**config.mk**
```make
export PLATFORM = sky130hd
export DESIGN_NAME = gpio_arbiter_flat
export DESIGN_NICKNAME = d
export VERILOG_FILES = /design/src/rtl/gpio_arbiter_if.sv /design/src/rtl/gpio_arbiter.sv /design/src/flat_wrapper.sv
export SDC_FILE = /design/constraint.sdc
export NUM_CORES = 1
export LEC_CHECK = 0
export ABC_AREA = 1
export BUFFER_PORTS_ARGS = -buffer_cell sky130_fd_sc_hd__buf_2
export CORE_MARGIN = 10
export CORE_UTILIZATION = 41
export DETAILED_ROUTE_END_ITERATION = 12
export PLACE_DENSITY = 0.81
export SETUP_SLACK_MARGIN = 0.05
export SLEW_MARGIN = 20
export SYNTH_ARGS = -nofsm -noshare
export SYNTH_HDL_FRONTEND = slang
export SYNTH_SLANG_ARGS = --single-unit
```
**constraint.sdc**
```tcl
create_clock -name clk -period 2.3 [get_ports clk]
set_clock_uncertainty 0.15 [all_clocks]
set_input_delay 0.115 -clock clk [delete_from_list [all_inputs] [get_ports clk]]
set_output_delay 0.115 -clock clk [all_outputs]
set_load 0.005 [all_outputs]
```
**src/rtl/gpio_arbiter_if.sv**
```systemverilog
// Bundle of both requester ports plus the shared GPIO register port.
// slave: arbiter side; master: requesters and GPIO model side.
interface gpio_arbiter_if;
  logic        m0_req;
  logic        m0_we;
  logic [31:0] m0_addr;
  logic [31:0] m0_wdata;
  logic        m0_lock;
  logic        m0_gnt;
  logic        m0_rvalid;
  logic [31:0] m0_rdata;

  logic        m1_req;
  logic        m1_we;
  logic [31:0] m1_addr;
  logic [31:0] m1_wdata;
  logic        m1_lock;
  logic        m1_gnt;
  logic        m1_rvalid;
  logic [31:0] m1_rdata;

  logic        we_o;
  logic [31:0] addr_o;
  logic [31:0] data_o;
  logic [31:0] data_i;

  modport slave (
    input  m0_req, m0_we, m0_addr, m0_wdata, m0_lock,
    input  m1_req, m1_we, m1_addr, m1_wdata, m1_lock,
    input  data_i,
    output m0_gnt, m0_rvalid, m0_rdata,
    output m1_gnt, m1_rvalid, m1_rdata,
    output we_o, addr_o, data_o
  );

  modport master (
    output m0_req, m0_we, m0_addr, m0_wdata, m0_lock,
    output m1_req, m1_we, m1_addr, m1_wdata, m1_lock,
    output data_i,
    input  m0_gnt, m0_rvalid, m0_rdata,
    input  m1_gnt, m1_rvalid, m1_rdata,
    input  we_o, addr_o, data_o
  );
endinterface

```
**src/rtl/gpio_arbiter.sv**
```systemverilog
// Two-master round-robin arbiter onto one GPIO register port, with lock for RMW and idle timeout.
// Access presented in the grant cycle, read data one cycle later; a losing master just sees gnt=0.
module gpio_arbiter #(
  parameter int LOCK_TIMEOUT = 16
) (
  input logic           clk,
  input logic           rstn,
  gpio_arbiter_if.slave bus
);

  typedef enum logic [1:0] {
    IDLE  = 2'd0,
    LOCK0 = 2'd1,
    LOCK1 = 2'd2
  } state_t;

  localparam logic [7:0] TMO = LOCK_TIMEOUT[7:0];

  state_t     state;
  logic       prio;
  logic [7:0] idle_cnt;
  logic [7:0] cnt_inc;
  logic       timeout;
  logic       gnt0;
  logic       gnt1;
  logic       any_gnt;
  logic       gnt_lock;

  // Grants are masked by reset so nothing reaches the GPIO while rstn is low.
  always_comb begin
    gnt0 = 1'b0;
    gnt1 = 1'b0;
    if (rstn) begin
      case (state)
        IDLE: begin
          if (bus.m0_req && (!bus.m1_req || !prio)) gnt0 = 1'b1;
          else if (bus.m1_req)                      gnt1 = 1'b1;
        end
        LOCK0:   gnt0 = bus.m0_req;
        LOCK1:   gnt1 = bus.m1_req;
        default: ;
      endcase
    end
  end

  assign any_gnt  = gnt0 | gnt1;
  assign gnt_lock = gnt1 ? bus.m1_lock : bus.m0_lock;
  assign cnt_inc  = idle_cnt + 8'd1;
  assign timeout  = (cnt_inc == TMO);

  assign bus.m0_gnt = gnt0;
  assign bus.m1_gnt = gnt1;
  assign bus.we_o   = gnt1 ? bus.m1_we    : (gnt0 & bus.m0_we);
  assign bus.addr_o = gnt1 ? bus.m1_addr  : bus.m0_addr;
  assign bus.data_o = gnt1 ? bus.m1_wdata : bus.m0_wdata;

  always_ff @(posedge clk or negedge rstn) begin
    if (!rstn) begin
      state         <= IDLE;
      prio          <= 1'b0;
      idle_cnt      <= 8'd0;
      bus.m0_rvalid <= 1'b0;
      bus.m1_rvalid <= 1'b0;
      bus.m0_rdata  <= 32'd0;
      bus.m1_rdata  <= 32'd0;
    end else begin
      bus.m0_rvalid <= gnt0 & ~bus.m0_we;
      bus.m1_rvalid <= gnt1 & ~bus.m1_we;
      if (gnt0 && !bus.m0_we) bus.m0_rdata <= bus.data_i;
      if (gnt1 && !bus.m1_we) bus.m1_rdata <= bus.data_i;

      case (state)
        IDLE: begin
          idle_cnt <= 8'd0;
          if (any_gnt) begin
            // A locking grant keeps prio so the round-robin resumes fairly afterwards.
            if (gnt_lock) state <= gnt0 ? LOCK0 : LOCK1;
            else          prio  <= gnt0;
          end
        end
        LOCK0, LOCK1: begin
          if (any_gnt) begin
            idle_cnt <= 8'd0;
            if (!gnt_lock) begin
              state <= IDLE;
              prio  <= gnt0;
            end
          end else if (timeout) begin
            state    <= IDLE;
            prio     <= (state == LOCK0);
            idle_cnt <= 8'd0;
          end else begin
            idle_cnt <= cnt_inc;
          end
        end
        default: begin
          state    <= IDLE;
          idle_cnt <= 8'd0;
        end
      endcase
    end
  end

endmodule

```
**src/flat_wrapper.sv**
```systemverilog
// flat-port wrapper written by rule: the top's interface ports become plain ports
module gpio_arbiter_flat 
#(
  parameter int LOCK_TIMEOUT = 16
)
  (clk, rstn, bus_m0_req, bus_m0_we, bus_m0_addr, bus_m0_wdata, bus_m0_lock, bus_m1_req, bus_m1_we, bus_m1_addr, bus_m1_wdata, bus_m1_lock, bus_data_i, bus_m0_gnt, bus_m0_rvalid, bus_m0_rdata, bus_m1_gnt, bus_m1_rvalid, bus_m1_rdata, bus_we_o, bus_addr_o, bus_data_o);
  gpio_arbiter_if bus_i ();
  input logic clk;
  input logic rstn;
  input wire logic [$bits(bus_i.m0_req)-1:0] bus_m0_req;
  input wire logic [$bits(bus_i.m0_we)-1:0] bus_m0_we;
  input wire logic [$bits(bus_i.m0_addr)-1:0] bus_m0_addr;
  input wire logic [$bits(bus_i.m0_wdata)-1:0] bus_m0_wdata;
  input wire logic [$bits(bus_i.m0_lock)-1:0] bus_m0_lock;
  input wire logic [$bits(bus_i.m1_req)-1:0] bus_m1_req;
  input wire logic [$bits(bus_i.m1_we)-1:0] bus_m1_we;
  input wire logic [$bits(bus_i.m1_addr)-1:0] bus_m1_addr;
  input wire logic [$bits(bus_i.m1_wdata)-1:0] bus_m1_wdata;
  input wire logic [$bits(bus_i.m1_lock)-1:0] bus_m1_lock;
  input wire logic [$bits(bus_i.data_i)-1:0] bus_data_i;
  output wire logic [$bits(bus_i.m0_gnt)-1:0] bus_m0_gnt;
  output wire logic [$bits(bus_i.m0_rvalid)-1:0] bus_m0_rvalid;
  output wire logic [$bits(bus_i.m0_rdata)-1:0] bus_m0_rdata;
  output wire logic [$bits(bus_i.m1_gnt)-1:0] bus_m1_gnt;
  output wire logic [$bits(bus_i.m1_rvalid)-1:0] bus_m1_rvalid;
  output wire logic [$bits(bus_i.m1_rdata)-1:0] bus_m1_rdata;
  output wire logic [$bits(bus_i.we_o)-1:0] bus_we_o;
  output wire logic [$bits(bus_i.addr_o)-1:0] bus_addr_o;
  output wire logic [$bits(bus_i.data_o)-1:0] bus_data_o;
  assign bus_i.m0_req = bus_m0_req;
  assign bus_i.m0_we = bus_m0_we;
  assign bus_i.m0_addr = bus_m0_addr;
  assign bus_i.m0_wdata = bus_m0_wdata;
  assign bus_i.m0_lock = bus_m0_lock;
  assign bus_i.m1_req = bus_m1_req;
  assign bus_i.m1_we = bus_m1_we;
  assign bus_i.m1_addr = bus_m1_addr;
  assign bus_i.m1_wdata = bus_m1_wdata;
  assign bus_i.m1_lock = bus_m1_lock;
  assign bus_i.data_i = bus_data_i;
  assign bus_m0_gnt = bus_i.m0_gnt;
  assign bus_m0_rvalid = bus_i.m0_rvalid;
  assign bus_m0_rdata = bus_i.m0_rdata;
  assign bus_m1_gnt = bus_i.m1_gnt;
  assign bus_m1_rvalid = bus_i.m1_rvalid;
  assign bus_m1_rdata = bus_i.m1_rdata;
  assign bus_we_o = bus_i.we_o;
  assign bus_addr_o = bus_i.addr_o;
  assign bus_data_o = bus_i.data_o;
  gpio_arbiter #(.LOCK_TIMEOUT(LOCK_TIMEOUT)) u_core (.clk(clk), .rstn(rstn), .bus(bus_i));
endmodule
```
# Word level (Yosys, flattened, before mapping)
# Index checks and enable logic that the tools add are counted.
# op_classes
add_sub_neg	1
n_eq_ne	7
mux	26
bitwise_logic	6
n_reduce_logical	13
# op_table
operator	count
32-bit two-way mux	2
8-bit two-way mux	3
2-bit two-way mux	6
1-bit two-way mux	11
8-bit by 1-bit adder with 8-bit output (second input constant)	1
8-bit by 5-bit == test with 1-bit output (second input constant)	1
1-bit one-hot mux with 2 select lines	3
1-bit logical NOT	4
2-bit by 1-bit != test with 1-bit output (second input constant)	2
2-bit one-hot mux with 2 select lines	1
4-bit AND reduction	1
1-bit AND	3
1-bit logical AND	3
3-bit by 1-bit != test with 1-bit output (second input constant)	1
3-bit != test (second input constant)	1
3-bit AND reduction	1
2-bit by 1-bit == test with 1-bit output (second input constant)	1
2-bit == test (second input constant)	1
2-bit logical NOT	1
1-bit inverter	2
2-bit nonzero test	1
2-bit OR reduction	1
1-bit logical OR	1
1-bit OR	1
# totals
register_bits	77
out_inout_bits	133
word_cells	60

# Depth between registers and ports, before layout
# Gate-level depths: netlist (run 1).
# depth
word_depth	10
depth_mapped	12
mapped_depth_nobuf	12

# Worst setup path before layout (run 1)
# No wires, ideal clock.
# synth_path
kind	register to register
startpoint	register u_core.state[0]
endpoint	register u_core.bus.m0_rdata[0]
t_arrival_ps	1500
required_time_ps	2023
path_slack_ps	522
stages_incl_launch_ff	8
n_path_buf	1
synth_period_minus_slack_ps	1778
path_cell_list	dfrtp_1 -> inv_1 -> ha_1 -> a21o_1 -> nand2_2 -> nor2_4 -> buf_6 -> mux2_1
# synth_via
elab_chain_len	4
# synth_lines
item	line	text
start: declaration	gpio_arbiter.sv:19	state_t state;
start signal: assignment	gpio_arbiter.sv:77	if (gnt_lock) state <= gnt0 ? LOCK0 : LOCK1;
2-bit by 1-bit == test with 1-bit output or 2-bit logical NOT (tied branches)	gpio_arbiter.sv:34	case (state)
1-bit one-hot mux with 2 select lines (*)	gpio_arbiter.sv:34	
1-bit two-way mux (*)	gpio_arbiter.sv:33	if (rstn) begin
1-bit logical AND (*)	gpio_arbiter.sv:69	if (gnt0 && !bus.m0_we) bus.m0_rdata <= bus.data_i;
end signal: assignment	gpio_arbiter.sv:69	
end: declaration	gpio_arbiter_if.sv:31	output m0_gnt, m0_rvalid, m0_rdata,
# Every way passes the cells marked *; elsewhere a longest branch is shown, timed or not.
# A chain may end at the register's enable or synchronous reset.

# Worst setup path after layout (run 1)
# layout_path
startpoint	register u_core.state[1]
endpoint	output port bus_data_o[17]
# layout_via
elab_chain_len	4
# layout_lines
item	line	text
2-bit == test or 2-bit logical NOT (tied branches)	gpio_arbiter.sv:34	
1-bit one-hot mux with 2 select lines (*)	gpio_arbiter.sv:34	
1-bit two-way mux (*)	gpio_arbiter.sv:33	
32-bit two-way mux (*)	gpio_arbiter.sv:55	assign bus.data_o = gnt1 ? bus.m1_wdata : bus.m0_wdata;
end: declaration	flat_wrapper.sv:29	output wire logic [$bits(bus_i.data_o)-1:0] bus_data_o;
# Marked as above.

==> results of run 1 <==
==> power by group through the flow <==
stage	Clock (mW)	Sequential [mW]	Combinational, mW
after detailed placement	0	2.26	2.58
after CTS	1.03	2.26	2.75
final	1.03	2.29	2.85
after global placement	0	2.24	2.54
after floorplan	0	2.31	1.14
after global routing	1.08	2.36	3.17
==> metal layers <==
layer	vias up	GRT usage	part of all wire
met4	2	0.115	0.037
li1	2339	-	-
met2	240	0.444	0.50
met1	2275	0.278	0.36
met3	48	0.0947	0.10
met5	-	0	0.00096
==> repair_timing <==
action / 4_1_cts / 5_1_grt
setup endpoints to repair: 55 / 67
endpoints found under the hold margin: 142 / 0
pin swaps: 1 / 3
setup buffers: 5 / 5
hold buffers: 34 / 0
gates cloned: 2 / 0
resized for setup: 4 / 10
==> tightest hold or removal path: cells and delay by family <==
kind | cells | cell delay, ns
buffers and inverters | 2 | 0.27
and+or+nand+nor | 1 | 0.05
==> final cells by class <==
| class | count | area [um2] |
|---|---|---|
| Multi-Input combinational cell | 410 | 1990 |
| Tap cell | 133 | 166 |
| Antenna cell | 4 | 10.0 |
| Clock inverter | 7 | 76.3 |
| Timing Repair Buffer | 354 | 2100 |
| Clock buffer | 9 | 124 |
| Sequential cell | 77 | 1930 |
| Fill cell | 805 | 3280 |
| Inverter | 26 | 110 |
==> metrics by stage <==
stage / cell area [um2] / util / std cells
2_1_floorplan: 4110 / - / 536
3_3_place_gp: 5760 / 0.589 / 954
3_5_place_dp: 5760 / 0.589 / 954
4_1_cts: 6420 / 0.657 / 1011
5_1_grt: 6490 / 0.664 / 1019
6_report: 6500 / 0.665 / 1020
==> cell usage after synthesis <==
library cell	n	area [um2]
a21o_1	1	7.51
a21oi_1	6	30.0
buf_2	18	90.1
buf_4	1	7.51
buf_6	3	33.8
clkbuf_1	1	3.75
dfrtp_1	77	1930
ha_1	6	75.1
inv_1	23	86.3
inv_2	3	11.3
mux2_1	29	327
mux2_2	3	33.8
nand2_1	323	1210
nand2_2	2	12.5
nand2_4	2	22.5
nand3_1	12	60.1
nand3_2	4	40.0
nand4_1	4	25.0
nor2_1	10	37.5
nor2_2	3	18.8
nor2_4	2	22.5
o21ai_2	1	8.76
o21bai_2	1	11.3
xnor2_1	1	8.76
==> sequential cells by signal, summed over array words and instances (netlist names) <==
name,flops
u_core.bus.m0_rvalid,1
u_core.bus.m1_rdata,32
u_core.bus.m1_rvalid,1
u_core.state,2
u_core.idle_cnt,8
u_core.bus.m0_rdata,32
u_core.prio,1
==> cells by family (layout without fill, tap and decap cells) <==
logic type	Yosys count	count (layout)	synth area share
AO/OA/AOI/OAI	9	9	0.0140
XOR/XNOR	1	1	0.00213
adder cells (fa/ha/maj)	6	6	0.0183
buffers and inverters	49	396	0.0566
flip-flops	77	77	0.469
multiplexers	32	32	0.0876
other	0	4	0
AND/OR/NAND/NOR	362	362	0.353
==> path summary, 6_finish.rpt <==
check | end | slack [ns] | from | cells past startpoint
min | u_core.bus.m0_rvalid | 0.03 | bus_m0_we | 3
min reg2reg | u_core.bus.m1_rdata[25] | 0.32 | u_core.bus.m1_rdata[25] | 2
min in group asynchronous | u_core.bus.m0_rdata[19] | 0.49 | rstn | 3
max | bus_data_o[17] | 0.14 | u_core.state[1] | 9
max reg2reg | u_core.prio | 0.26 | u_core.state[1] | 13
max in group asynchronous | u_core.bus.m0_rdata[1] | 0.90 | rstn | 3
==> impl_results.md, run 1 <==
- Crit-path max cell delay: 0.39 ns
- Clk root buf: clkbuf_8
- Global route overflow: 0
- Slack of the critical path: 0.136 ns
- DP Worst Slack: 0.214 ns
- First-pass GRT wire length: 29000 um
- Worst slew pin tran: 0.953 ns
- DPL Wire Length: 14700 um
- VDD IR max: 0.000726 V
- CP arrival: 1.90 ns
- Cell mode on critical path: nand2_1
- Vias: 4904
- Yosys warns: 0
- Most common cell after layout, fill and taps aside: nand2_1
- Worst Path Class, Setup: reg -> out
- Wire length per cell: 19.4 um
- Final setup fails: 0
- Clock tree buffer depth: 2
- Quantity of I/O buffers inserted on ports: 300
- Clk sinks: 77
- Final Hold Viols: 0
- Worst setup SP type: register
- Gr usage total: 0.258
- Final Max Tran Viols: 0
- Hold Worst Slack: 0.0262 ns
- Switch Pwr: 2.41 mW
- P_leak: 3.85 nW
- Ports: 301
- Initial DRT Pass Iterations: 5
- Core Rows: 36
- Mapped cell area: 4110 um2
- Core Region: 9770 um2
- RSZ-0062 raised after global routing: true
- Final Cycle Share: 0.941
- Post-DRT Antenna Nets: 0
- Layout cells sized above 1: 0.408
- Net Sw Frac: 0.389
- Syn Inst Count: 536
- Clock share of power: 0.167
- Maximum number of pins on one net before global-route repair: 78
- Post-synthesis sequential area ratio: 0.469
- Die footprint: 14400 um2
- CTS tree: done
- Initial Util: 0.421
- Initial DRC count: 357
- Setup Total Neg Slack: 0 ns
- P_int: 3.77 mW
- Antenna violations before repair: 7
- Die width: 120 um
- Tightest Hold Check Type: in -> reg
- Placer Congestion: 1.07
- Crit path max-delay family: buffers and inverters
- P&R area growth vs syn: 58.0%
- Netlist cell types: 24
- Power, Total: 6.18 mW
- Tmin final: 2.16 ns
- CP endpoint kind: primary output
- Mapped Nets: 710
- Final nets: 1052
- CP Buf/Inv Count: 4
- #FFs+latches synth: 77
- Num CTS Buffers: 9
- Post-Route WL: 19800 um
- Required time worst endpoint: 2.04 ns
- Worst-Skew Late Latency: 0.36 ns
- Logic pwr share: 0.461
- Number of remaining DRC errors: 0
- Outcome: finished, final reports clean
- Commonest non-fill, non-tap cells in the layout: nand2_1 (322), buf_2 (299), dfrtp_1 (77), dlygate4sd3_1 (34), mux2_1 (29)
- Power Dens Cells: 951 nW/um2
- Crit-path slowest cell: dfrtp_1
- Cell Chain, Critical Path: buf_4 -> ha_1 -> inv_2 -> nand2_4 -> nand2_8 -> bufbuf_16 -> nand2_1 -> nand2_1 -> buf_2
- Flop pwr share: 0.371
- CTS H-tree depth: 3
- Synthesized area per cell: 7.67 um2
- Clock transition at the registers of the reported paths: 0.08 ns
- Max frequency: 462 MHz
- Max Cap Viol: 0
- Crit path max fanout: 21
- Vias in the first global route: 4990
- Slew HR: 0.364
- Post-DR vias/cell: 4.81
- Die height: 120 um
(Power assumes the default switching activity.)
==> inputs of run 2 (changes only) <==
--- a/config.mk
+++ b/config.mk
@@ -10,7 +10,7 @@
 export CORE_MARGIN = 10
 export CORE_UTILIZATION = 41
 export DETAILED_ROUTE_END_ITERATION = 12
-export PLACE_DENSITY = 0.81
+export PLACE_DENSITY_LB_ADDON = 0.1
 export SETUP_SLACK_MARGIN = 0.05
 export SLEW_MARGIN = 20
 export SYNTH_ARGS = -nofsm -noshare
==> run 2 against run 1 <==
Against the previous run:
- clock power about the same
- combinational power shrank 4%
- power fell by 1.8%
- largest power group unchanged
- highest routed layer unchanged
==> impl_results.md, run 2 (same netlist as run 1, synthesis figures left out) <==
- Outcome: finished, final reports clean
- Die footprint: 14400 um2
- Clk root buf: clkbuf_8
- CTS tree: done
- Met3 wire len: 1890 um
- Gr usage total: 0.238
- Layout cells sized above 1: 0.402
- First-pass GRT wire length: 27300 um
- Worst slew pin tran: 0.942 ns
- VDD IR max: 0.000850 V
- CTS H-tree depth: 3
- Die width: 120 um
- Power Dens Cells: 945 nW/um2
- RSZ-0062 raised after global routing: false
- Wire length per cell: 18.3 um
- Post-DRT Antenna Nets: 0
- Ports: 301
- Tightest Hold Check Type: in -> reg
- Quantity of I/O buffers inserted on ports: 300
- Reg2reg start: u_core.state[1]
- Core Rows: 36
- Initial DRC count: 382
- Power, Total: 6.06 mW
- Final Hold Viols: 0
- Most common cell after layout, fill and taps aside: nand2_1
- Core Region: 9770 um2
- Die height: 120 um
- Max Cap Viol: 0
- P_leak: 3.79 nW
- Post-Route WL: 18500 um
- Worst Hold Launch: bus_m0_we
- Tmin final: 2.15 ns
- Worst-Skew Late Latency: 0.35 ns
- Required time worst endpoint: 2.04 ns
- Met1 WL: 7020 um
- Metal2 WL: 9090 um
- Clock transition at the registers of the reported paths: 0.08 ns
- Layout fillers: 842
- Placer Congestion: 0.972
- Maximum number of pins on one net before global-route repair: 78
- CP arrival: 1.89 ns
- Largest regs: u_core.bus.m0_rdata x32, u_core.bus.m1_rdata x32, u_core.idle_cnt x8
- Initial DRT Pass Iterations: 5
- Hold Worst Slack: 0.0396 ns
- Post-DR vias/cell: 4.74
- Antenna violations before repair: 2
- P&R area growth vs syn: 55.9%
- Clock tree buffer depth: 2
- DPL Wire Length: 14600 um
- Final Cycle Share: 0.935
- Final Max Tran Viols: 0
- CP Launch Point: u_core.state[1]
- Num CTS Buffers: 9
- Worst setup SP type: register
- Max frequency: 465 MHz
- Vias in the first global route: 4927
- RR Endpoint: u_core.bus.m1_rdata[0]
- WHS Path Cells: 3
- Worst Reg-to-Reg Cells: 10
- Number of remaining DRC errors: 0
- Hold endpoint: u_core.bus.m0_rvalid
- Crit path max fanout: 15
- Slew HR: 0.372
- Initial Util: 0.421
- Setup Total Neg Slack: 0 ns
- Final setup fails: 0
- Final nets: 1045
- Commonest non-fill, non-tap cells in the layout: nand2_1 (323), buf_2 (299), dfrtp_1 (77), dlygate4sd3_1 (34), mux2_1 (29)
- R2R setup slack: 0.28 ns
- Worst Path Class, Setup: reg -> out
- Clk sinks: 77
- Global route overflow: 0
- CP endpoint kind: primary output
- Vias: 4787
- Highest metal used: met5
-- run 2: worst max path at each step --
stage | depth (start not counted) | to | slack [ns]
6_report | 10 | bus_data_o[17] | 0.15
3_5_place_dp | 10 | bus_data_o[24] | 0.38
5_1_grt | 10 | bus_data_o[17] | 0.07
4_1_cts | 10 | bus_data_o[24] | 0.07
2_1_floorplan | 7 | u_core.bus.m0_rdata[0] | 0.52
3_3_place_gp | 10 | bus_data_o[24] | 0.42
-- run 2: metrics by stage --
| step | std cells | utilization | setup slack [ns] | area, um2 |
|---|---|---|---|---|
| after floorplan | 536 | - | 0.522 | 4110 |
| after global placement | 954 | 0.587 | 0.425 | 5730 |
| after detailed placement | 954 | 0.587 | 0.380 | 5730 |
| after CTS | 1004 | 0.643 | 0.0662 | 6290 |
| after global routing | 1010 | 0.656 | 0.0714 | 6410 |
| final | 1010 | 0.656 | 0.148 | 6410 |
-- run 2: final cells by class --
| class | instances | area, um2 | area share |
|---|---|---|---|
| sequential | 77 | 1930 | 0.300 |
| clock inverter | 7 | 80.1 | 0.0125 |
| clock buffer | 9 | 124 | 0.0193 |
| antenna | 1 | 2.50 | 0.000390 |
| inverter | 26 | 110 | 0.0172 |
| timing repair buffer | 347 | 2030 | 0.317 |
| tap | 133 | 166 | 0.0259 |
| multi-input combinational | 410 | 1970 | 0.307 |
-- run 2: worst max-delay path, stage by stage (launching register included) --
cell and delay [ns]:
dfrtp_1 0.41, buf_4 0.14, ha_1 0.18, inv_2 0.07, nand2_4 0.07, nand2_8 0.11
clkinv_8 0.08, buf_12 0.15, nand2_1 0.10, nand2_1 0.08, buf_2 0.13
-- run 2: repair_timing --
action                     CTS  global route
gates resized for setup      3            13
hold buffers                34             0
hold endpoints to repair   142             0
setup buffers                0             3
setup endpoints to repair   41            64
cloned                       0             2
-- run 2: report_power, final --
part	switching (mW)	internal [mW]	total, mW
clock network	0.537	0.514	1.05
logic	1.48	1.26	2.74
registers	0.334	1.94	2.28
-- run 2: layer usage --
layer,up-vias,global-route usage
li1,2315,-
met1,2185,0.271
met2,256,0.419
met3,29,0.0736
met4,2,0.0739
met5,-,0
==> inputs of run 3 (changes only) <==
--- a/config.mk
+++ b/config.mk
@@ -7,12 +7,14 @@
 export LEC_CHECK = 0
 export ABC_AREA = 1
 export BUFFER_PORTS_ARGS = -buffer_cell sky130_fd_sc_hd__buf_2
+export CELL_PAD_IN_SITES_DETAIL_PLACEMENT = 1
+export CELL_PAD_IN_SITES_GLOBAL_PLACEMENT = 1
 export CORE_MARGIN = 10
-export CORE_UTILIZATION = 41
+export CORE_UTILIZATION = 27
 export DETAILED_ROUTE_END_ITERATION = 12
 export PLACE_DENSITY_LB_ADDON = 0.1
 export SETUP_SLACK_MARGIN = 0.05
-export SLEW_MARGIN = 20
+export SLEW_MARGIN = 10
 export SYNTH_ARGS = -nofsm -noshare
 export SYNTH_HDL_FRONTEND = slang
 export SYNTH_SLANG_ARGS = --single-unit
==> run 3 against run 2 <==
Against the previous run:
- die area rose by 42%
- non-clock buffer count shrank 1
- clock power up 57%
- worst hold slack better by 0.015 ns
- worst setup slack better by 0.011 ns
- register-to-register slack gained 0.04 ns
==> impl_results.md, run 3 (same netlist as run 1, synthesis figures left out) <==
- Max frequency: 467 MHz
- Most common cell after layout, fill and taps aside: nand2_1
- Ports: 301
- First-pass GRT wire length: 27500 um
- Core Region: 15100 um2
- CTS tree: done
- Reg2reg start: u_core.state[1]
- CP endpoint kind: primary output
- Tightest Hold Check Type: in -> reg
- CTS H-tree depth: 3
- Tmin final: 2.14 ns
- Post-DRT Antenna Nets: 0
- P&R area growth vs syn: 61.5%
- Number of remaining DRC errors: 0
- Largest regs: u_core.bus.m0_rdata x32, u_core.bus.m1_rdata x32, u_core.idle_cnt x8
- Initial DRT Pass Iterations: 4
- Final nets: 1044
- Vias: 4739
- Ant diodes: 0
- Core Rows: 45
- Power Dens Cells: 1000 nW/um2
- P_leak: 3.88 nW
- Final Hold Viols: 0
- Worst-Skew Late Latency: 0.33 ns
- Worst Path Class, Setup: reg -> out
- Quantity of I/O buffers inserted on ports: 300
- Global route overflow: 0
- Clock transition at the registers of the reported paths: 0.06 ns
- Gr usage total: 0.168
- Post-route insts no fill: 1062
- Worst Hold Launch: bus_m1_we
- Post-Route WL: 19100 um
- VDD IR max: 0.000577 V
- RSZ-0062 raised after global routing: false
- Slew HR: 0.586
- Vias in the first global route: 4850
- Commonest non-fill, non-tap cells in the layout: nand2_1 (322), buf_2 (299), dfrtp_1 (77), dlygate4sd3_1 (33), mux2_1 (29)
- Final setup fails: 0
- Die height: 143 um
- Initial Util: 0.273
- Clock tree buffer depth: 2
- Worst slew pin tran: 0.622 ns
- Antenna violations before repair: 1
- Die width: 143 um
- Layout cells sized above 1: 0.402
- Crit path max fanout: 16
- Initial DRC count: 140
- # placed instances: 1008
- Clk root buf: clkbuf_16
- CP arrival: 1.88 ns
- Worst setup SP type: register
- Outcome: finished, final reports clean
- Num CTS Buffers: 9
- Maximum number of pins on one net before global-route repair: 66
- CP Launch Point: u_core.state[1]
- Die footprint: 20600 um2
- Setup Total Neg Slack: 0 ns
- Required time worst endpoint: 2.04 ns
- Final Max Tran Viols: 0
- Final Cycle Share: 0.931
- Max Cap Viol: 0
- Clk sinks: 77
- Post-DR vias/cell: 4.46
- Wire length per cell: 18.0 um
- DPL Wire Length: 14800 um
- Placer Congestion: 0.803
run 3: changes by cell type in the layout (fill, tap and decap cells not counted), sizes merged:
cell,delta
bufinv,+2
clkbuf,+3
buf,-1
dlygate4sd3,-1
inv,-3
diode,-1
clkinvlp,-2
run 3: timing repair:
item	4_1_cts	5_1_grt
hold buffers	33	0
hold endpoints to repair	94	0
gates resized for setup	1	9
cloned	1	3
buffers inserted	0	2
setup endpoints to repair	9	64
run 3: final cells by class:
class / count / area (um2)
Tap cell: 188 / 235
Clock buffer: 11 / 253
Sequential cell: 77 / 1930
Multi-Input combinational cell: 410 / 1970
Clock inverter: 4 / 95.1
Inverter: 26 / 110
Fill cell: 1914 / 8450
Timing Repair Buffer: 346 / 2050
run 3: report_power, final:
| part | switching, mW | internal, mW | leakage [nW] | total (mW) |
|---|---|---|---|---|
| clock | 0.535 | 1.11 | 0.172 | 1.65 |
| sequential | 0.323 | 1.95 | 0.958 | 2.27 |
| combinational | 1.47 | 1.27 | 2.75 | 2.73 |
| total | 2.32 | 4.33 | 3.88 | 6.65 |
run 3: path summary, 6_finish.rpt:
| kind | slack (ns) | endpoint | cells past startpoint |
|---|---|---|---|
| max in group asynchronous | 0.78 | u_core.bus.m1_rdata[30] | 4 |
| max reg2reg | 0.32 | u_core.prio | 12 |
| min | 0.05 | u_core.bus.m1_rvalid | 3 |
| min reg2reg | 0.31 | u_core.bus.m1_rdata[29] | 2 |
| min in group asynchronous | 0.25 | u_core.bus.m1_rdata[9] | 3 |
| max | 0.16 | bus_addr_o[23] | 10 |
run 3: layer usage:
layer | GRT usage | wire (um)
met2 | 0.293 | 9620
met5 | 0 | 13
met4 | 0.0387 | 258
met3 | 0.0581 | 1820
met1 | 0.193 | 7400
run 3: critical path: stages, from the launching register on:
cell and delay [ns]:
dfrtp_1 0.39, buf_4 0.14, ha_1 0.17, inv_1 0.09, nand2_4 0.08, nand2_8 0.13
clkinv_8 0.09, clkbuf_16 0.19, nand2_1 0.07, nand2_1 0.05, buf_2 0.12
run 3: through the flow:
step / hold slack, ns / cell area [um2] / setup WS, ns / total power [mW] / utilization
after global placement: 0.0733 / 5810 / 0.366 / 4.80 / 0.385
after global routing: 0.0711 / 6640 / 0.0574 / 7.22 / 0.440
after CTS: 0.0563 / 6510 / 0.0108 / 6.65 / 0.432
after floorplan: -0.331 / 4110 / 0.522 / 3.45 / -
final: 0.0542 / 6640 / 0.159 / 6.65 / 0.440
after detailed placement: 0.0848 / 5810 / 0.318 / 4.89 / 0.385
